$ cat src/rtl/nibble_serial_alu_ctrl.sv
// Serial add/subtract sequencer: one shared 4-bit ripple-carry adder is applied
// to the operands one nibble per clock, LSB nibble first, with the carry chained between cycles.

module nibble_rca (
  input  logic [3:0] A,
  input  logic [3:0] B,
  input  logic       Cin,
  output logic [3:0] sum,
  output logic       Cout
);
  logic c1, c2, c3;

  assign sum[0] = A[0] ^ B[0] ^ Cin;
  assign c1     = (A[0] & B[0]) | (Cin & (A[0] ^ B[0]));
  assign sum[1] = A[1] ^ B[1] ^ c1;
  assign c2     = (A[1] & B[1]) | (c1 & (A[1] ^ B[1]));
  assign sum[2] = A[2] ^ B[2] ^ c2;
  assign c3     = (A[2] & B[2]) | (c2 & (A[2] ^ B[2]));
  assign sum[3] = A[3] ^ B[3] ^ c3;
  assign Cout   = (A[3] & B[3]) | (c3 & (A[3] ^ B[3]));
endmodule

// Handshake: start is sampled only in IDLE. An accepted start raises busy for
// NIBBLES cycles. After those cycles done pulses for one cycle and result, carry_out and overflow become valid.
module nibble_serial_alu_ctrl #(
  parameter  int NIBBLES = 4,
  localparam int WIDTH   = 4 * NIBBLES
) (
  input  logic             clk,
  input  logic             rst,
  input  logic             start,
  input  logic             op_sub,
  input  logic [WIDTH-1:0] a,
  input  logic [WIDTH-1:0] b,
  output logic             busy,
  output logic             done,
  output logic [WIDTH-1:0] result,
  output logic             carry_out,
  output logic             overflow,
  output logic [1:0]       dbg_state
);
  localparam int IW = (NIBBLES > 1) ? $clog2(NIBBLES) : 1;

  typedef enum logic [1:0] {
    S_IDLE = 2'd0,
    S_RUN  = 2'd1,
    S_DONE = 2'd2
  } state_t;

  state_t           state;
  logic [IW-1:0]    idx;
  logic             carry;
  logic [WIDTH-1:0] a_reg;
  logic [WIDTH-1:0] b_eff;
  logic [3:0]       nib_a;
  logic [3:0]       nib_b;
  logic [3:0]       nib_sum;
  logic             nib_cout;
  logic             last;

  assign dbg_state = state;
  assign nib_a     = a_reg[idx*4 +: 4];
  assign nib_b     = b_eff[idx*4 +: 4];
  assign last      = (idx == IW'(NIBBLES - 1));

  nibble_rca u_rca (
    .A    (nib_a),
    .B    (nib_b),
    .Cin  (carry),
    .sum  (nib_sum),
    .Cout (nib_cout)
  );

  always_ff @(posedge clk or negedge rst) begin
    if (!rst) begin
      state     <= S_IDLE;
      idx       <= '0;
      carry     <= 1'b0;
      a_reg     <= '0;
      b_eff     <= '0;
      busy      <= 1'b0;
      done      <= 1'b0;
      result    <= '0;
      carry_out <= 1'b0;
      overflow  <= 1'b0;
    end else begin
      case (state)
        S_IDLE: begin
          if (start) begin
            // Subtract is a + ~b + 1: invert b here and seed the carry with 1.
            a_reg  <= a;
            b_eff  <= op_sub ? ~b : b;
            carry  <= op_sub;
            idx    <= '0;
            result <= '0;
            busy   <= 1'b1;
            state  <= S_RUN;
          end
        end
        S_RUN: begin
          result[idx*4 +: 4] <= nib_sum;
          carry              <= nib_cout;
          if (last) begin
            carry_out <= nib_cout;
            overflow  <= (a_reg[WIDTH-1] ~^ b_eff[WIDTH-1]) & (nib_sum[3] ^ a_reg[WIDTH-1]);
            idx       <= '0;
            busy      <= 1'b0;
            done      <= 1'b1;
            state     <= S_DONE;
          end else begin
            idx <= idx + 1'b1;
          end
        end
        S_DONE: begin
          done  <= 1'b0;
          state <= S_IDLE;
        end
        default: state <= S_IDLE;
      endcase
    end
  end
endmodule

$ cat config.mk
export PLATFORM = sky130hd
export DESIGN_NAME = nibble_serial_alu_ctrl
export DESIGN_NICKNAME = d
export VERILOG_FILES = /design/src/rtl/nibble_serial_alu_ctrl.sv
export SDC_FILE = /design/constraint.sdc
export NUM_CORES = 1
export LEC_CHECK = 0
export ABC_AREA = 0
export CORE_ASPECT_RATIO = 1.4
export CORE_MARGIN = 8
export CORE_UTILIZATION = 35
export DETAILED_ROUTE_END_ITERATION = 12
export PLACE_DENSITY = 0.67
export SLEW_MARGIN = 20
export SYNTH_ARGS = -nofsm -noshare
export SYNTH_HDL_FRONTEND = slang
export SYNTH_SLANG_ARGS = --single-unit
$ cat constraint.sdc
create_clock -name clk -period 3.2 [get_ports clk]
set_clock_uncertainty 0.1 [all_clocks]
set_input_delay 0.8 -clock clk [delete_from_list [all_inputs] [get_ports clk]]
set_output_delay 0.8 -clock clk [all_outputs]
set_load 0.03 [all_outputs]
[After elaboration in Yosys (flattened, before gate mapping)]
Cells that the tools add are included.
Storage, ports and cells
  logic and storage cells: 71
  output and inout port bits: 22
  input port bits: 36
  flip-flop bits (word level): 57
Cells by class
  eq/ne operators: 5
  reduce and logical (&&, ||, !) cells: 9
  multiplexer cells: 17
  $add $sub $neg: 2
  shift operators: 4
  bitwise gates (word level): 24
Operators with widths (number)
  negator 4 -> 34 bit: 1
  variable shift 4 x 34 -> 16 bit (first input constant): 1
  variable part select 4 x 34 -> 16 bit: 1
  two-way mux 16 bit: 2
  case mux 16 bit (2 select lines): 1
  variable part select 16 x 5 -> 4 bit: 2
  bitwise mux 16 bit: 1
  NOT 16 bit: 1
  AND reduction 2 bit: 5
  bitwise AND 1 bit: 9
  XOR 1 bit: 9
  two-way mux 2 bit: 4
  case mux 2 bit (2 select lines): 2
  case mux 1 bit (2 select lines): 3
  == test 2 bit (second input constant): 2
  two-way mux 1 bit: 4
  != test 2 bit (second input constant): 2
  bitwise OR 1 bit: 4
  nonzero test 2 bit: 2
  AND reduction 3 bit: 1
  adder 2 x 1 -> 2 bit (second input constant): 1
  == test 2 x 1 -> 1 bit (second input constant): 1
  zero test 2 bit: 1
  bitwise XNOR 1 bit: 1

[Longest topological paths before layout]
  word-level depth: 12
  depth in mapped cells: 13
  depth with buffers taken out: 12

[By module]
A second synthesis with hierarchy kept.
Second synthesis, totals
  cell total of the unflattened synthesis: 217
  area total of the unflattened synthesis: 2733.9 um2
Modules (own cells, without submodules)
  nibble_serial_alu_ctrl: cells each 203, area each 2616.3 um2, times used 1, sequential area each 1426.4 um2
  nibble_rca: cells each 14, area each 117.6 um2, times used 1, sequential area each 0.0 um2

[Worst setup path before layout]
OpenSTA, ideal clock, no wires.
  path kind: reg-to-reg
  from: reg idx[0]
  to: reg overflow
  clock period less this slack: 3.181 ns
  setup time: 0.125 ns
  slack: 0.019 ns
  path buffers: 1
  data required time: 2.975 ns
  arrival time: 2.956 ns
  cell stages (with the launch flop): 14
  cells stage by stage: dfrtp_1 buf_4 mux4_2 inv_1 fa_1 inv_1 fa_1 inv_1 fa_1 inv_1 fa_1 nand2b_1 o22ai_1 mux2_2
Between the ends
  longest elaborated chain between the ends: 11
  elaborated cells between the ends (all ways): 20
  classes of those cells: eq/ne: 1; shift: 2; bitwise: 16; reduce/logical: 1
RTL lines
  start, declared: RTL line 51  | logic [IW-1:0] idx;
  start signal, assigned: RTL line 111  | idx <= idx + 1'b1;
  variable part select 16 x 5 -> 4 bit (on tied branches): RTL line 62, 63
  XOR 1 bit: RTL line 14  | assign c1 = (A[0] & B[0]) | (Cin & (A[0] ^ B[0]));
  bitwise AND 1 bit: RTL line 14
  bitwise OR 1 bit: RTL line 14
  bitwise AND 1 bit: RTL line 16  | assign c2 = (A[1] & B[1]) | (c1 & (A[1] ^ B[1]));
  bitwise OR 1 bit: RTL line 16
  bitwise AND 1 bit: RTL line 18  | assign c3 = (A[2] & B[2]) | (c2 & (A[2] ^ B[2]));
  bitwise OR 1 bit: RTL line 18
  XOR 1 bit: RTL line 19  | assign sum[3] = A[3] ^ B[3] ^ c3;
  XOR 1 bit: RTL line 105  | overflow <= (a_reg[WIDTH-1] ~^ b_eff[WIDTH-1]) & (nib_sum[3] ^ a_reg[WIDTH-1]);
  bitwise AND 1 bit: RTL line 105
  end signal, assigned: RTL line 105
  end, declared: RTL line 39  | output logic overflow,
Parallel ways exist; a longest one is shown, timed or not.
A chain may end at the register's enable or synchronous reset.

[Worst setup path after layout]
Ends and elaborated chain as after synthesis.

==> impl_metrics.py <==
metrics = {
    "global_route": {
        "antenna_found_initial": 0,
        "grt_overflow_total": 0,
        "grt_max_degree": 50,
        "grt_use_total": 0.117,
        "grt_pass1_vias": 1962,
        "grt_pass1_wl_um": 9940,
    },
    "clocking": {
        "cts_max_path_buffers": 2,
        "cts.sinks": 57,
        "clock-root-buffer": "clkbuf_8",
        "cts_resized": 0,
        "cts-buffers-inserted": 9,
        "cts_tree": "built",
        "hold_buffers": 0,
        "htree_levels": 3,
        "clk_pin_slew_ns": 0.06,
        "post_cts_buffers": 0,
        "clock_latency_ns": 0.34,
    },
    "route": {
        "antenna_left": 0,
        "vias_per_cell": 4.76,
        "wl_per_cell_um": 15.4,
        "drtIter0Drc": 43,
        "vias": 1846,
        "finalWirelength_um": 5960,
        "drc": 0,
        "firstDrtPassIters": 4,
    },
    "timing": {
        "fin_crit_ns": 2.99,
        "rsz0062_at_grt": "no",
        "worst_slew_pin_slew_ns": 0.652,
        "relSlewSlack": 0.565,
        "finalHoldViolations": 0,
        "fmax_ghz": 0.334,
        "drv_slew": 0,
        "fin_setup_tns_ns": 0,
        "period_share": 0.935,
        "setup_viol": 0,
    },
    "final_layout": {
        "fillers": 697,
        "antenna_cells": 0,
        "syn2layout_area_growth_pct": 32.5,
        "fin_nets": 328,
        "drive_above_1_share": 0.184,
        "fin_area_sq_um": 3660,
        "final_cell_mix": "dfrtp_1, clkdlybuf4s50_1, mux2_2, a21oi_1, nor2_1",
        "layout_commonest_cell": "dfrtp_1",
    },
    "place": {
        "gp_congestion": 0.799,
        "port_buffers": 57,
        "placed_cell_area_sq_um": 3450,
        "place_hpwl_um": 4640,
    },
    "floorplan": {
        "die_h_um": 121,
        "die_w_um": 91.1,
        "ioPinCount": 58,
        "start_util": 0.359,
        "core_sq_um": 7700,
        "design.die.area_sq_um": 11000,
        "rows": 38,
    },
    "pwr": {
        "p_per_area_nw_per_um2": 1090,
        "totalPowerFinal_uw": 3980,
        "ir_worst_vdd_mv": 0.506,
        "power.leakage_uw": 0.00156,
    },
    "synthesis": {
        "synth_seq_cells": 57,
        "yosysSeqAreaShare": 0.517,
        "yosys.area_share.simple": 0.0865,
        "synthMuxAreaShare": 0.139,
        "synthesis.nets": 262,
        "synth_cell_types": 32,
        "synth-compound-area-share": 0.114,
        "synthCells": 218,
        "syn_area_sq_um": 2760,
        "synth_xor_area_frac": 0.0507,
        "synth_top_family_by_area": "multiplexers",
        "avgSynthCellArea_sq_um": 12.7,
        "synth-warning-count": 0,
        "synth_adder_area_share": 0.0471,
    },
    "setup_path": {
        "crit_path_end_kind": "register",
        "critical_path_class": "reg2reg",
        "cp-start-kind": "register",
        "worst_ep_arrival_time_ns": 3.12,
        "path_max_fanout": 4,
        "critical_path_required_ns": 3.32,
    },
    "outcome": {
        "status": "finished clean",
    },
    "hold_path": {
        "hp-class": "in2async",
    },
    "job": {
        "cap_violations": 0,
    },
}
through the flow:
stage / setup slack [ns] / instances / util / hold slack, ns
finish: 0.207 / 388 / 0.475 / 0.387
global route: 0.0563 / 388 / 0.475 / 0.404
CTS: 0.188 / 388 / 0.475 / 0.393
detailed placement: 0.193 / 373 / 0.448 / 0.375
global placement: 0.238 / 373 / 0.448 / 0.370
floorplan: 0.0193 / 218 / - / 0.350
cell families (layout without fill, tap and decap cells):
kind of cell    Yosys count  in the layout
flops                    57             57
compound gates           46             46
simple gates             42             42
mux                      26             26
buf+inv                  23             93
xor+xnor                 16             16
fa+ha+maj                 8              8
power by group:
| part | internal (uW) | total [uW] | switching, uW | leakage (uW) |
|---|---|---|---|---|
| registers | 1030 | 1260 | 224 | 0.000688 |
| logic | 983 | 2000 | 1020 | 0.000760 |
| clock network | 454 | 725 | 270 | 0.000106 |
cell type report:
cell class | count | area, sq um | area share
Sequential cell | 57 | 1430 | 0.390
Multi-Input combinational cell | 138 | 1210 | 0.330
Timing Repair Buffer | 66 | 646 | 0.176
Clock buffer | 12 | 145 | 0.0397
Tap cell | 100 | 125 | 0.0342
Clock inverter | 3 | 65.1 | 0.0178
Inverter | 12 | 45.0 | 0.0123
critical path, cell delays in order, from the launching register on:
cell	delay (ns)
dfrtp_1	0.43
mux4_2	0.35
inv_1	0.05
fa_1	0.37
inv_1	0.07
fa_1	0.15
inv_1	0.05
fa_1	0.35
inv_1	0.07
fa_1	0.45
nand2b_1	0.09
o22ai_1	0.07
mux2_2	0.26
worst paths after layout:
check	slack [ns]	to	cells after the start	start
worst max-delay path	0.21	overflow	12	idx[0]
max in group asynchronous	1.95	done	2	rst
worst min register to register	0.39	result[10]	1	result[10]
worst min-delay path	0.39	a_reg[7]	1	rst
worst max register to register	0.21	overflow	12	idx[0]
min in group clk	0.39	result[10]	1	result[10]
cell usage after synthesis:
master,n,share of area
dfrtp_1,57,0.52
a21oi_1,18,0.033
mux2_2,18,0.073
nor2_1,18,0.024
xnor2_1,16,0.051
inv_1,12,0.016
a22o_1,10,0.032
mux4_2,8,0.065
nand2_1,8,0.011
o2bb2ai_1,8,0.025
buf_4,7,0.019
a21o_1,5,0.014
fa_1,4,0.029
ha_1,4,0.018
o21ai_0,3,0.0054
and3_1,2,0.0045
and3b_1,2,0.0063
buf_6,2,0.0082
nand2b_1,2,0.0045
nand3_1,2,0.0036
and2_1,1,0.0023
and4bb_2,1,0.0045
buf_2,1,0.0018
clkbuf_1,1,0.0014
nand2b_4,1,0.0050
nand3b_1,1,0.0027
nor2b_1,1,0.0023
nor2b_4,1,0.0050
nor3b_4,1,0.0068
nor4bb_1,1,0.0036
o21bai_1,1,0.0027
o22ai_1,1,0.0023
metal layers:
layer | share of wire | track usage | up-vias
li1 | - | - | 899
met1 | 0.39 | 0.120 | 889
met2 | 0.53 | 0.198 | 44
met3 | 0.049 | 0.0365 | 14
met4 | 0.034 | 0.0874 | 0
met5 | 0 | 0 | -
Power figures use the tool's default switching activity.
